`config.mk`:
```
export PLATFORM = sky130hd
export DESIGN_NAME = muldiv_seq
export DESIGN_NICKNAME = d
export VERILOG_FILES = /design/src/rtl/cpu_pkg.sv /design/src/rtl/muldiv_dp.sv /design/src/rtl/muldiv_seq.sv
export SDC_FILE = /design/constraint.sdc
export NUM_CORES = 1
export LEC_CHECK = 0
export ABC_AREA = 1
export BUFFER_PORTS_ARGS = -buffer_cell sky130_fd_sc_hd__clkbuf_2
export CAP_MARGIN = 10
export CELL_PAD_IN_SITES_DETAIL_PLACEMENT = 1
export CELL_PAD_IN_SITES_GLOBAL_PLACEMENT = 1
export CORE_MARGIN = 2
export CORE_UTILIZATION = 26
export DETAILED_ROUTE_END_ITERATION = 16
export HOLD_SLACK_MARGIN = 0.08
export PLACE_DENSITY_LB_ADDON = 0.1
export SLEW_MARGIN = 20
export SYNTH_ARGS = -nofsm -noshare
export SYNTH_HDL_FRONTEND = slang
export SYNTH_SLANG_ARGS = --single-unit
```
`constraint.sdc`:
```
create_clock -name clk -period 5.1 [get_ports clk]
set_clock_uncertainty 0.05 [all_clocks]
set_input_delay 0.255 -clock clk [delete_from_list [all_inputs] [get_ports clk]]
set_output_delay 0.255 -clock clk [all_outputs]
set_load 0.01 [all_outputs]
```
`src/rtl/cpu_pkg.sv`:
```
// Shared types for the execute-stage multi-cycle multiply/divide unit.
package cpu_pkg;

    typedef enum logic [1:0] {
        MD_MUL  = 2'b00,
        MD_UDIV = 2'b01,
        MD_SDIV = 2'b10,
        MD_RSV  = 2'b11
    } muldiv_op_t;

    typedef enum logic [1:0] {
        MD_IDLE = 2'b00,
        MD_RUN  = 2'b01,
        MD_DONE = 2'b10
    } md_state_t;

    function automatic logic md_is_div(input muldiv_op_t op);
        return (op == MD_UDIV) || (op == MD_SDIV);
    endfunction

endpackage

```
`src/rtl/muldiv_dp.sv`:
```
// Shared datapath: radix-2 shift-add multiply and restoring shift-subtract
// divide. One iteration per step_i; q_o ends as product low half or quotient.
module muldiv_dp #(
    parameter int N = 64
) (
    input  logic         clk,
    input  logic         rst_n,
    input  logic         load_i,
    input  logic         step_i,
    input  logic         div_i,
    input  logic [N-1:0] opnd_i,
    input  logic [N-1:0] q_init_i,
    output logic [N-1:0] q_o
);
    logic [N-1:0] opnd_q, opnd_d;
    logic [N-1:0] acc_q, acc_d;
    logic [N-1:0] q_q, q_d;
    logic         div_q, div_d;
    logic [N:0]   mul_sum;
    logic [N:0]   shifted;
    logic [N:0]   diff;

    always_comb begin
        mul_sum = {1'b0, acc_q} + (q_q[0] ? {1'b0, opnd_q} : {(N+1){1'b0}});
        shifted = {acc_q, q_q[N-1]};
        diff    = shifted - {1'b0, opnd_q};

        opnd_d = opnd_q;
        acc_d  = acc_q;
        q_d    = q_q;
        div_d  = div_q;

        if (load_i) begin
            opnd_d = opnd_i;
            q_d    = q_init_i;
            acc_d  = '0;
            div_d  = div_i;
        end else if (step_i) begin
            if (div_q) begin
                // Remainder stays below the divisor, so bit N of diff is the borrow.
                if (!diff[N]) begin
                    acc_d = diff[N-1:0];
                    q_d   = {q_q[N-2:0], 1'b1};
                end else begin
                    acc_d = shifted[N-1:0];
                    q_d   = {q_q[N-2:0], 1'b0};
                end
            end else begin
                acc_d = mul_sum[N:1];
                q_d   = {mul_sum[0], q_q[N-1:1]};
            end
        end
    end

    always_ff @(posedge clk or negedge rst_n) begin
        if (!rst_n) begin
            opnd_q <= '0;
            acc_q  <= '0;
            q_q    <= '0;
            div_q  <= 1'b0;
        end else begin
            opnd_q <= opnd_d;
            acc_q  <= acc_d;
            q_q    <= q_d;
            div_q  <= div_d;
        end
    end

    assign q_o = q_q;

endmodule

```
`src/rtl/muldiv_seq.sv`:
```
// LEGv8 MUL/UDIV/SDIV sequencer: control FSM, iteration counter, pipeline
// stall and signed quotient fix-up around the shared muldiv_dp datapath.
module muldiv_seq
    import cpu_pkg::*;
#(
    parameter int N = 64
) (
    input  logic         clk,
    input  logic         reset,
    input  logic         start_E,
    input  logic [1:0]   op_E,
    input  logic [N-1:0] a_E,
    input  logic [N-1:0] b_E,
    input  logic         flush,
    output logic         stall,
    output logic         busy,
    output logic         done,
    output logic [N-1:0] result,
    output logic         dbz
);
    localparam int CW = $clog2(N) + 1;

    md_state_t    state_q, state_d;
    logic [CW-1:0] cnt_q, cnt_d;
    logic         neg_q, neg_d;
    logic         zero_q, zero_d;
    logic         dbz_flag_q, dbz_flag_d;
    logic [N-1:0] res_hold_q, res_hold_d;
    logic         dbz_hold_q, dbz_hold_d;

    muldiv_op_t   op;
    logic         accept;
    logic         dp_load, dp_step;
    logic [N-1:0] a_mag, b_mag;
    logic [N-1:0] dp_opnd, dp_qinit, dp_q;
    logic [N-1:0] done_val;

    always_comb begin
        op     = muldiv_op_t'(op_E);
        a_mag  = (op == MD_SDIV && a_E[N-1]) ? -a_E : a_E;
        b_mag  = (op == MD_SDIV && b_E[N-1]) ? -b_E : b_E;
        // Multiplier goes into the shifting register; divisor into the operand register.
        dp_opnd  = (op == MD_MUL) ? a_E : b_mag;
        dp_qinit = (op == MD_MUL) ? b_E : a_mag;
        accept   = start_E && !flush && (state_q != MD_RUN);
        done_val = zero_q ? '0 : (neg_q ? -dp_q : dp_q);
    end

    always_comb begin
        state_d    = state_q;
        cnt_d      = cnt_q;
        neg_d      = neg_q;
        zero_d     = zero_q;
        dbz_flag_d = dbz_flag_q;
        res_hold_d = res_hold_q;
        dbz_hold_d = dbz_hold_q;
        dp_load    = 1'b0;
        dp_step    = 1'b0;

        case (state_q)
            MD_RUN: begin
                dp_step = 1'b1;
                cnt_d   = cnt_q - 1'b1;
                if (flush)
                    state_d = MD_IDLE;
                else if (cnt_q == CW'(1))
                    state_d = MD_DONE;
            end
            MD_DONE: begin
                res_hold_d = done_val;
                dbz_hold_d = dbz_flag_q;
                state_d    = MD_IDLE;
            end
            default: ;
        endcase

        if (accept) begin
            if (op == MD_RSV) begin
                state_d    = MD_DONE;
                zero_d     = 1'b1;
                dbz_flag_d = 1'b0;
                neg_d      = 1'b0;
            end else if (md_is_div(op) && b_E == '0) begin
                state_d    = MD_DONE;
                zero_d     = 1'b1;
                dbz_flag_d = 1'b1;
                neg_d      = 1'b0;
            end else begin
                state_d    = MD_RUN;
                dp_load    = 1'b1;
                cnt_d      = CW'(N);
                zero_d     = 1'b0;
                dbz_flag_d = 1'b0;
                neg_d      = (op == MD_SDIV) && (a_E[N-1] ^ b_E[N-1]);
            end
        end
    end

    always_ff @(posedge clk or negedge reset) begin
        if (!reset) begin
            state_q    <= MD_IDLE;
            cnt_q      <= '0;
            neg_q      <= 1'b0;
            zero_q     <= 1'b0;
            dbz_flag_q <= 1'b0;
            res_hold_q <= '0;
            dbz_hold_q <= 1'b0;
        end else begin
            state_q    <= state_d;
            cnt_q      <= cnt_d;
            neg_q      <= neg_d;
            zero_q     <= zero_d;
            dbz_flag_q <= dbz_flag_d;
            res_hold_q <= res_hold_d;
            dbz_hold_q <= dbz_hold_d;
        end
    end

    muldiv_dp #(.N(N)) u_dp (
        .clk      (clk),
        .rst_n    (reset),
        .load_i   (dp_load),
        .step_i   (dp_step),
        .div_i    (md_is_div(op)),
        .opnd_i   (dp_opnd),
        .q_init_i (dp_qinit),
        .q_o      (dp_q)
    );

    assign busy   = (state_q != MD_IDLE);
    assign done   = (state_q == MD_DONE);
    assign stall  = ((state_q == MD_IDLE) && start_E) || (state_q == MD_RUN)
                  || ((state_q == MD_DONE) && start_E);
    assign result = done ? done_val : res_hold_q;
    assign dbz    = done ? dbz_flag_q : dbz_hold_q;

endmodule
```
==> run_results.csv <==
group,metric,value,unit
logic_synthesis,netlist.area_leader.share,0.216,
logic_synthesis,synth_cell_types,54,
placed_design,io_buffers,201,
timing,fin_setup_tns,0,ns
hold_path,min_path_cells,3,
logic_synthesis,synth.most_common_cell,"nand2_1",
worst_setup_path,cp.required,4.80,ns
worst_setup_path,cp_slowest_stage_delay,0.54,ns
final_layout,finalInstanceArea,35400,um2
grt,grt_usage,0.292,
grt,grt_pass1_wl,262000,um
routing,wl_met2,85500,um
worst_setup_path,crit_type,"register to primary output",
floorplanning,rows,127,
worst_setup_path,worstPathCellList,"inv_2 > ha_1 > nand3_1 > nor2_2 > nand2_1 > nor2_2 > nand2_1 > inv_2 > nand2_1 > nor2_1 > nand2_1 > nand2_1 > o21ai_0 > o21ai_0 > clkbuf_2",
grt,grt_pass1_vias,37600,
worst_setup_path,crit_family,"simple AND/OR/NAND/NOR gates",
logic_synthesis,synthCells,5515,
routing,wl_met1,80300,um
routing,drt_iter0_markers,2420,
timing,timing.slew.headroom,0.199,
clock_network,clock_latency,0.60,ns
logic_synthesis,synth_area_leaders,"dfrtp_1, nand2_1, inv_1",
timing,finalMaxSlewViolations,0,
logic_synthesis,yosys_most_used_dff,"dfrtp_1",
worst_setup_path,r2r_cells,16,
clock_network,cts_buffers,37,
hold_path,hold_class,"input port to register",
grt,grt_max_degree,112,
placed_design,gp_congestion,0.970,
clock_network,cts.clk_slew.worst_paths,0.06,ns
worst_setup_path,start_kind,"register",
floorplanning,die_h,351,um
routing,vias,37000,
worst_setup_path,crit_top_cell,"nand2_1",
logic_synthesis,synth-edff-count,0,
power_and_ir_drop,power,20.8,mW
final_layout,drive_gt1_frac,0.0748,
logic_synthesis,synth_area,31300,um2
logic_synthesis,syn_area_per_cell,5.67,um2
hold_path,whs_endpoint,"u_dp.q_o[1]$_DFFE_PN0P_",
power_and_ir_drop,p_leak,18.1,nW
logic_synthesis,seq_area_frac_synth,0.216,
grt,antenna_found_initial,8,
placed_design,dp_hpwl,153000,um
logic_synthesis,ys.warnings.count,0,
clock_network,cts_htree_levels,2,
worst_setup_path,worstReg2RegStart,"u_dp.q_o[0]$_DFFE_PN0P_",
floorplanning,core_area,120000,um2
routing,vias_per_cell,5.07,
timing,setup_viol,0,
placed_design,dp_slack,1.13,ns
power_and_ir_drop,ir_worst_vdd,463,uV
logic_synthesis,async_reset_ff_frac,1.00,
routing,ant_nets,0,
worst_setup_path,path_max_fanout,9,
grt,overflow,0,
timing,min_period,4.13,ns
placed_design,place_area,34100,um2
logic_synthesis,yosysTopAreaCell,"dfrtp_1",
logic_synthesis,ys_ff_latch,270,
worst_setup_path,r2r-end,"u_dp.acc_q[55]$_DFFE_PN0P_",
worst_setup_path,r2r_slack,1.12,ns
routing,drc,0,
final_layout,syn2layout_area_growth,13.4,%
clock_network,clockBufferDepth,3,
timing,period_share,0.811,
worst_setup_path,worstSetupEndpointType,"primary output",
routing,highest_layer,"met5",
floorplanning,dieArea,123000,um2
routing,wl_met3,5950,um
hold_path,hp-start,"b_E[1]",
clock_network,cts.repair.resized,0,
power_and_ir_drop,powerDensity,588,nW/um2
final_layout,final_core_util,0.296,
worst_setup_path,crit_slowest_cell,"dfrtp_2",
logic_synthesis,yosys-top-cells-count,"nand2_1, inv_1, nor2_1",
timing,worst_slew_pin_slew,1.19,ns
timing,hold_viol_final,0,
timing,setup_slack,0.966,ns
timing,fmax,0.242,GHz
clock_network,hold_buffers,13,
clock_network,post_cts_buffers,0,
clock_network,root_buffer,"clkbuf_16",
worst_setup_path,path_buf_inv,3,
floorplanning,ioPinCount,202,
floorplanning,initial_utilization,0.261,
run,maxCapViolCount,0,
final_layout,nNetsFinal,5935,
clock_network,clock-sinks,270,
clock_network,cts_tree,"built",
routing,wl,182000,um
outcome,status,"completed",
routing,wl_per_cell,25.0,um
timing,rsz0062_at_grt,"no",
floorplanning,dieWidth,351,um
routing,dr.pass1.iters,7,
logic_synthesis,synth_fp_nets,5787,
worst_setup_path,crit_arrival,3.83,ns
-- per-layer routing --
layer  global-route usage  vias to the layer above
li1                     -                    17900
met4                0.149                        6
met2                0.494                      793
met3               0.0234                      276
met5                    0                        -
met1                0.373                    18000
-- flip-flops by register name (all words and copies together), names as in the netlist --
name,flops
cnt_q,7
dbz_flag_q,1
dbz_hold_q,1
neg_q,1
res_hold_q,64
state_q,2
u_dp.acc_q,64
u_dp.div_q,1
u_dp.opnd_q,64
u_dp.q_o,64
zero_q,1
-- per-stage QoR --
| step | hold slack, ns | std cells |
|---|---|---|
| global route | 0.106 | 7296 |
| floorplan | -0.0906 | 5515 |
| finish | 0.102 | 7299 |
| detailed placement | 0.246 | 7223 |
| CTS | 0.0813 | 7295 |
| global placement | 0.246 | 7223 |
-- placed cells by master, fill, tap and decap left out, types with 22 or more instances in the layout --
master     instances
o21ai_1           22
buf_4             55
nand2_1         1737
clkbuf_2         200
clkbuf_16         37
o211ai_1          63
nand2_2           24
dfrtp_1          267
nor3_1            79
a21oi_1          323
or2_2             23
nand4_1           70
inv_1            882
o221ai_1          22
o21ai_0          400
xnor2_1           39
ha_1             135
nand3_1          437
xor2_1            83
nor2_1           556
-- worst register-to-register path, stage by stage (launching register included) --
cell	delay, ns
dfrtp_2	0.57
buf_12	0.29
nand2_1	0.12
inv_1	0.19
ha_1	0.34
a21oi_1	0.32
o21ai_0	0.24
a21oi_1	0.42
nand3_1	0.44
nand2_1	0.33
nand2_1	0.08
nand2_1	0.07
nand3_1	0.06
nand2_1	0.09
inv_1	0.11
nand2_1	0.08
nand2_1	0.05
-- area by class of cell --
class | instances | area (um2)
Clock inverter | 11 | 158
Antenna cell | 4 | 10.0
Sequential cell | 270 | 6760
Inverter | 901 | 3390
Tap cell | 1612 | 2020
Multi-Input combinational cell | 4177 | 20400
Clock buffer | 48 | 1040
Timing Repair Buffer | 276 | 1700
Fill cell | 15800 | 84200
-- cell families (layout without fill, tap and decap cells) --
family,after synthesis,in the layout,synth area share
AO/OA/AOI/OAI,924,924,0.165
other,0,4,0
XOR/XNOR,122,122,0.0342
adder cells (fa/ha/maj),138,138,0.0557
buffers and inverters,1068,1236,0.133
AND/OR/NAND/NOR,2993,2993,0.396
flip-flops,270,270,0.216
-- worst max-delay path by stage --
stage                     slack, ns                    start                          end  cells past startpoint
after floorplan                2.33  u_dp.q_o[0]$_DFFE_PN0P_   u_dp.acc_q[61]$_DFFE_PN0P_                     20
after global placement         1.17                   b_E[1]  u_dp.opnd_q[30]$_DFFE_PN0P_                     15
after detailed placement       1.13                   b_E[1]     u_dp.q_o[58]$_DFFE_PN0P_                     15
after CTS                      0.87  u_dp.q_o[0]$_DFFE_PN0P_                   result[34]                     15
after global routing           0.65  u_dp.q_o[0]$_DFFE_PN0P_                   result[34]                     15
final                          0.97  u_dp.q_o[0]$_DFFE_PN0P_                   result[34]                     15
-- report_power, final --
part	leakage [nW]	internal, mW	total, mW	switching [mW]
clock network	0.580	1.54	2.67	1.14
registers	3.38	3.03	4.14	1.11
logic	14.2	4.08	14.0	9.94
Note: power is estimated with default switching activity, not from simulation.
